<file path="src/rtl/act_scheduler.sv">
// Shares one registered activation unit between NUM_REQ requesters: round-robin issue, in-order
// credit-protected result FIFO. Define ACT_SCHED_PRIO0_EN to give requester 0 strict priority.
module act_scheduler #(
  parameter int NUM_REQ    = 4,
  parameter int DATA_WIDTH = 32,
  parameter int LANES      = 4,
  parameter int FIFO_DEPTH = 4
) (
  input  logic                                  clk,
  input  logic                                  rst,
  input  logic [NUM_REQ-1:0]                    req_valid,
  output logic [NUM_REQ-1:0]                    req_ready,
  input  logic [8*NUM_REQ-1:0]                  req_type,
  input  logic [DATA_WIDTH*LANES*NUM_REQ-1:0]   req_data,
  output logic                                  act_enable,
  output logic [7:0]                            act_type,
  output logic [DATA_WIDTH*LANES-1:0]           act_data_o,
  input  logic [DATA_WIDTH*LANES-1:0]           act_data_i,
  output logic                                  rsp_valid,
  input  logic                                  rsp_ready,
  output logic [$clog2(NUM_REQ)-1:0]            rsp_id,
  output logic [DATA_WIDTH*LANES-1:0]           rsp_data,
  output logic                                  rsp_err,
  output logic                                  busy
);

  localparam int VW  = DATA_WIDTH * LANES;
  localparam int IDW = $clog2(NUM_REQ);
  localparam int AW  = $clog2(FIFO_DEPTH);
  localparam int CW  = AW + 2;

`ifdef ACT_SCHED_PRIO0_EN
  localparam int             NCAND    = NUM_REQ - 1;
  localparam logic [IDW-1:0] RR_RESET = IDW'(1);
`else
  localparam int             NCAND    = NUM_REQ;
  localparam logic [IDW-1:0] RR_RESET = '0;
`endif

  logic [IDW-1:0] rr_ptr_reg;
  logic           s1_valid_reg, s1_err_reg, s2_valid_reg, s2_err_reg;
  logic [IDW-1:0] s1_id_reg, s2_id_reg;
  logic [7:0]     act_type_reg;
  logic [VW-1:0]  act_data_reg;

  logic [AW-1:0]  wr_ptr_reg, rd_ptr_reg;
  logic [AW:0]    fifo_count_reg;
  logic [VW-1:0]  fifo_data_mem [FIFO_DEPTH];
  logic [IDW-1:0] fifo_id_mem   [FIFO_DEPTH];
  logic           fifo_err_mem  [FIFO_DEPTH];

  logic [7:0]     type_arr [NUM_REQ];
  logic [VW-1:0]  data_arr [NUM_REQ];
  logic [IDW-1:0] cand     [NCAND];
  logic           grant_valid;
  logic [IDW-1:0] grant_id;
  logic [CW-1:0]  used;
  logic           credit_ok, accept, push, pop;

  generate
    for (genvar gi = 0; gi < NUM_REQ; gi++) begin : g_req
      assign type_arr[gi]  = req_type[gi*8 +: 8];
      assign data_arr[gi]  = req_data[gi*VW +: VW];
      assign req_ready[gi] = accept && (grant_id == IDW'(gi));
    end
    // cand[k] is the k-th requester in search order starting at rr_ptr
    for (genvar gi = 0; gi < NCAND; gi++) begin : g_cand
`ifdef ACT_SCHED_PRIO0_EN
      assign cand[gi] = IDW'(1 + (int'(rr_ptr_reg) - 1 + gi) % (NUM_REQ - 1));
`else
      assign cand[gi] = IDW'((int'(rr_ptr_reg) + gi) % NUM_REQ);
`endif
    end
  endgenerate

  always_comb begin
    grant_valid = 1'b0;
    grant_id    = '0;
    for (int k = NCAND - 1; k >= 0; k--) begin
      if (req_valid[cand[k]]) begin
        grant_valid = 1'b1;
        grant_id    = cand[k];
      end
    end
`ifdef ACT_SCHED_PRIO0_EN
    if (req_valid[0]) begin
      grant_valid = 1'b1;
      grant_id    = '0;
    end
`endif
  end

  // Every accepted-but-unpopped job holds a credit, so a push never meets a full FIFO
  assign used      = CW'(s1_valid_reg) + CW'(s2_valid_reg) + CW'(fifo_count_reg);
  assign credit_ok = used < CW'(FIFO_DEPTH);
  assign accept    = grant_valid && credit_ok && !rst;
  assign push      = s2_valid_reg;
  assign pop       = rsp_valid && rsp_ready;

  always_ff @(posedge clk or posedge rst) begin
    if (rst) begin
      rr_ptr_reg     <= RR_RESET;
      s1_valid_reg   <= 1'b0;
      s1_id_reg      <= '0;
      s1_err_reg     <= 1'b0;
      act_type_reg   <= '0;
      act_data_reg   <= '0;
      s2_valid_reg   <= 1'b0;
      s2_id_reg      <= '0;
      s2_err_reg     <= 1'b0;
      wr_ptr_reg     <= '0;
      rd_ptr_reg     <= '0;
      fifo_count_reg <= '0;
    end else begin
      s1_valid_reg <= accept;
      if (accept) begin
        s1_id_reg    <= grant_id;
        s1_err_reg   <= type_arr[grant_id] > 8'd4;
        act_type_reg <= type_arr[grant_id];
        act_data_reg <= data_arr[grant_id];
`ifdef ACT_SCHED_PRIO0_EN
        if (grant_id != '0)
          rr_ptr_reg <= (grant_id == IDW'(NUM_REQ - 1)) ? IDW'(1) : grant_id + IDW'(1);
`else
        rr_ptr_reg <= (grant_id == IDW'(NUM_REQ - 1)) ? '0 : grant_id + IDW'(1);
`endif
      end
      s2_valid_reg <= s1_valid_reg;
      s2_id_reg    <= s1_id_reg;
      s2_err_reg   <= s1_err_reg;
      if (push) wr_ptr_reg <= wr_ptr_reg + AW'(1);
      if (pop)  rd_ptr_reg <= rd_ptr_reg + AW'(1);
      case ({push, pop})
        2'b10:   fifo_count_reg <= fifo_count_reg + (AW+1)'(1);
        2'b01:   fifo_count_reg <= fifo_count_reg - (AW+1)'(1);
        default: fifo_count_reg <= fifo_count_reg;
      endcase
    end
  end

  // Storage needs no reset; the pointers decide what is visible
  always_ff @(posedge clk) begin
    if (push) begin
      fifo_data_mem[wr_ptr_reg] <= act_data_i;
      fifo_id_mem[wr_ptr_reg]   <= s2_id_reg;
      fifo_err_mem[wr_ptr_reg]  <= s2_err_reg;
    end
  end

  assign act_enable = s1_valid_reg;
  assign act_type   = act_type_reg;
  assign act_data_o = act_data_reg;
  assign rsp_valid  = fifo_count_reg != '0;
  assign rsp_id     = rsp_valid ? fifo_id_mem[rd_ptr_reg]   : '0;
  assign rsp_err    = rsp_valid ? fifo_err_mem[rd_ptr_reg]  : 1'b0;
  assign rsp_data   = rsp_valid ? fifo_data_mem[rd_ptr_reg] : '0;
  assign busy       = s1_valid_reg | s2_valid_reg | rsp_valid;

endmodule

</file>
<file path="config.mk">
export PLATFORM = sky130hd
export DESIGN_NAME = act_scheduler
export DESIGN_NICKNAME = d
export VERILOG_FILES = /design/src/rtl/act_scheduler.sv
export SDC_FILE = /design/constraint.sdc
export NUM_CORES = 1
export LEC_CHECK = 0
export CORE_AREA = 5 5 364 366
export DETAILED_ROUTE_END_ITERATION = 6
export DIE_AREA = 0 0 369 371
export GPL_TIMING_DRIVEN = 0
export PLACE_DENSITY = 0.45
export RECOVER_POWER = 100
export SLEW_MARGIN = 40
export SYNTH_ARGS = -nofsm -noshare
export SYNTH_HDL_FRONTEND = slang
export SYNTH_SLANG_ARGS = --single-unit
export TNS_END_PERCENT = 30
</file>
<file path="constraint.sdc">
create_clock -name clk -period 5.3 [get_ports clk]
set_input_delay 0.53 -clock clk [delete_from_list [all_inputs] [get_ports clk]]
set_output_delay 0.53 -clock clk [all_outputs]
set_load 0.005 [all_outputs]
</file>
==> impl_metrics.py <==
metrics = {
    "cts": {
        "cts_setup_buffers": 0,
        "holdBufCountCts": 0,
        "clockBufferDepth": 3,
        "cts_resized": 0,
        "root_buffer": "clkbuf_16",
        "clk_latency_ns": 0.65,
        "cts_tree": "yes",
        "clk_pin_slew_ns": 0.06,
        "htreeDepth": 3,
        "clock-sinks": 677,
        "cts_buffers": 83,
    },
    "synth": {
        "synth_cell_types": 31,
        "synth-simple-area-share_pct": 15.53,
        "synth-xor-area-share_pct": 0.1776,
        "yosysWarnings": 0,
        "syn_area_sq_um": 29600,
        "synthArstFlopShare_pct": 22.60,
        "yosysSeqAreaShare_pct": 66.10,
        "yosysMostFrequentCell": "nand2_1",
        "ys.flop_type": "edfxtp_1",
        "syn_inst": 2370,
        "syn_nets": 3060,
        "synth_mux_area_share_pct": 10.54,
        "synth-compound-area-share_pct": 4.722,
        "yosys-top-cells-count": "nand2_1, edfxtp_1, o21ai_0",
        "synthAdderAreaFrac_pct": 0.4904,
        "synthTopCellsByArea": "edfxtp_1, dfrtp_1, mux4_2",
        "netlist.area_leader.share_pct": 53.17,
        "avgSynthCellArea_sq_um": 12.49,
        "ys_ff_latch": 677,
        "yosys.area.top_type": "edfxtp_1",
        "synth_top_family_by_area": "simple AND/OR/NAND/NOR gates",
        "synth_edf_count": 524,
    },
    "power_and_ir_drop": {
        "p_per_area_nw_per_um2": 513.9,
        "internal_power_uw": 14420,
        "swShare_pct": 36.36,
        "seqPwrFrac_pct": 32.4,
        "p_comb_share_pct": 43.4,
        "p_leak_uw": 0.01646,
        "switchingPower_uw": 8241,
        "power.share.clock_pct": 24.2,
        "peakVddDrop_v": 0.0002415,
    },
    "setup_path": {
        "cp.depth": 10,
        "crit_buf_inv": 5,
        "cp_cell_sequence": "mux2i_1 > nor2_1 > or3_1 > buf_6 > inv_1 > buf_2 > buf_2 > ha_1 > and2_1 > dlygate4sd3_1",
        "reg2reg_to": "fifo_data_mem[3][20]$_DFFE_PP_",
        "crit_path_max_incr_delay_ns": 0.68,
        "critPathKind": "flop to output pin",
        "critPathLaunchType": "flop",
        "endpoint_kind": "output pin",
        "critPathTopFamily": "buffers and inverters",
        "crit_fanout": 11,
        "worst_path_max_delay_cell": "dlygate4sd3_1",
        "cp.required_ns": 4.77,
        "crit_path_start": "rr_ptr_reg[1]$_DFFE_PP0P_",
        "endpoint": "req_ready[1]",
        "reg2regPathDepth": 4,
        "cp_common_cell": "buf_2",
        "cp.arrival_ns": 4.40,
        "rrSetupSlack_ns": 0.63,
        "timing.rr.start": "push$_DFF_PP0_",
    },
    "placement": {
        "hpwlAfterDp_mm": 118.5,
        "gp_congestion": 1.019,
        "placed_cell_area_sq_um": 41750,
        "dp_cells": 5020,
        "io_buffers": 952,
    },
    "die": {
        "die_width_microns": 369,
        "die_h_microns": 371,
        "die-area_sq_um": 136900,
        "core_sq_um": 128800,
        "io-pin-count": 953,
        "rows": 132,
        "initial_utilization_pct": 22.97,
    },
    "finish": {
        "regMostFlops": "fifo_data_mem",
        "syn_to_final_growth_pct": 49.01,
        "fin_cells": 5203,
        "final_cell_area_sq_um": 44100,
        "layout-drive-gt1-share_pct": 8.360,
        "n_fill_cell": 12960,
        "final_util_pct": 34.23,
        "largest_reg_flops": 512,
        "layout.nets": 4120,
    },
    "timing": {
        "max_freq_ghz": 0.2028,
        "fin_crit_sh_pct": 93.02,
        "slew_headroom_pct": -72.44,
        "setup_violations": 0,
        "grt_setup_unrepaired": "false",
        "hold_viol": 0,
        "slew_violations": 416,
        "tightest_slew_ns": 2.573,
        "period_minus_slack_ns": 4.930,
        "finalHoldWorstSlack_ns": 0.4300,
        "skew_ns": 0.04802,
    },
    "drt": {
        "first_iter_violations": 1748,
        "remaining_drc_errors": 0,
        "first_pass_iters": 5,
        "wl_per_cell_microns": 28.45,
        "finalWirelength_mm": 148.0,
        "via_count": 23520,
        "ant_nets": 0,
        "via_per_inst": 4.521,
    },
    "worst_hold_path": {
        "hold_path_depth": 0,
        "hold_path.class": "flop to flop",
        "min-delay-start": "s1_id_reg[0]$_DFFE_PP0P_",
    },
    "status": {
        "outcome": "finished, violations left",
        "violations": "capacitance limit, slew limit",
    },
    "global_routing": {
        "grt_pass1_wl_mm": 199.0,
        "overflow": 0,
        "grt_max_degree": 71,
        "grt_pass1_vias": 24360,
        "antenna_found_initial": 95,
        "grt_usage_pct": 20.90,
    },
    "run": {
        "drv_cap": 14,
    },
}
## routing by layer
| metal | GRT usage [%] | part of all wire [%] | vias up |
|---|---|---|---|
| met3 | 6.718 | 8.2 | 245 |
| met5 | 0 | 0.077 | - |
| met4 | 5.418 | 2.5 | 16 |
| met1 | 24.09 | 38 | 11710 |
| met2 | 37.45 | 52 | 941 |
| li1 | - | - | 10610 |
## kinds of logic after synthesis
logic type | Yosys count
compound gates | 274
mux | 143
flops | 677
xor+xnor | 6
buf+inv | 175
fa+ha+maj | 11
simple gates | 1084
## worst min-delay path by stage
stage | end | slack (ns)
after floorplan | s2_id_reg[0]$_DFF_PP0_ | 0.35
after global placement | s2_id_reg[0]$_DFF_PP0_ | 0.43
after detailed placement | s2_id_reg[0]$_DFF_PP0_ | 0.42
after CTS | wr_ptr_reg[1]$_DFFE_PP0P_ | 0.32
after global routing | s2_id_reg[0]$_DFF_PP0_ | 0.44
final | s2_id_reg[0]$_DFF_PP0_ | 0.43
## cell type report
| type | count | area [sq um] | area share [%] |
|---|---|---|---|
| Sequential cell | 677 | 19560 | 44.36 |
| Timing Repair Buffer | 975 | 9717 | 22.03 |
| Multi-Input combinational cell | 1518 | 9311 | 21.11 |
| Clock buffer | 104 | 2186 | 4.956 |
| Tap cell | 1675 | 2096 | 4.752 |
| Buffer | 164 | 659.4 | 1.495 |
| Clock inverter | 44 | 439.2 | 0.9958 |
| Antenna cell | 35 | 87.58 | 0.1986 |
| Inverter | 11 | 42.54 | 0.09646 |
## worst reg2reg max path: cells and delay by family, from the launching register on
family	cells	cell delay [ns]
buffers and inverters	3	2.61
and+or+nand+nor	1	1.32
DFF	1	0.32
## metrics by stage
step           total power, uW  setup TNS, ns  setup slack, ns
2_1_floorplan            11870              0           0.6486
3_3_place_gp             18130       -1478.87           -2.875
3_5_place_dp             18090              0           0.4450
4_1_cts                  23730              0           0.3199
5_1_grt                  24090              0           0.1540
6_report                 22660              0           0.3699
## cell usage in the layout (no fill, tap or decap), types with 4 or more instances in the layout
cell             instances
edfxtp_1               524
clkinvlp_4               5
buf_1                    6
a21oi_1                  4
mux2i_1                  8
clkinv_1                14
bufinv_16                4
buf_2                   24
and2_1                 126
ha_1                    10
and2_0                  14
clkbuf_1               160
o21ai_0                261
clkdlybuf4s50_1        587
dfrtp_1                153
mux4_2                 135
diode_2                 35
nor2_1                   7
dlygate4sd3_1          365
clkbuf_16               83
inv_1                    9
nand2_1                802
xor2_1                   4
nand3_1                129
clkbuf_2                 9
clkinv_2                13
## power by group through the flow
stage	clock [uW]	combinational [uW]	sequential [uW]
2_1_floorplan	0	4450	7430
3_3_place_gp	0	10500	7600
3_5_place_dp	0	10700	7440
4_1_cts	5680	10700	7360
5_1_grt	5900	10700	7460
6_report	5480	9830	7350
Power figures use the tool's default switching activity.
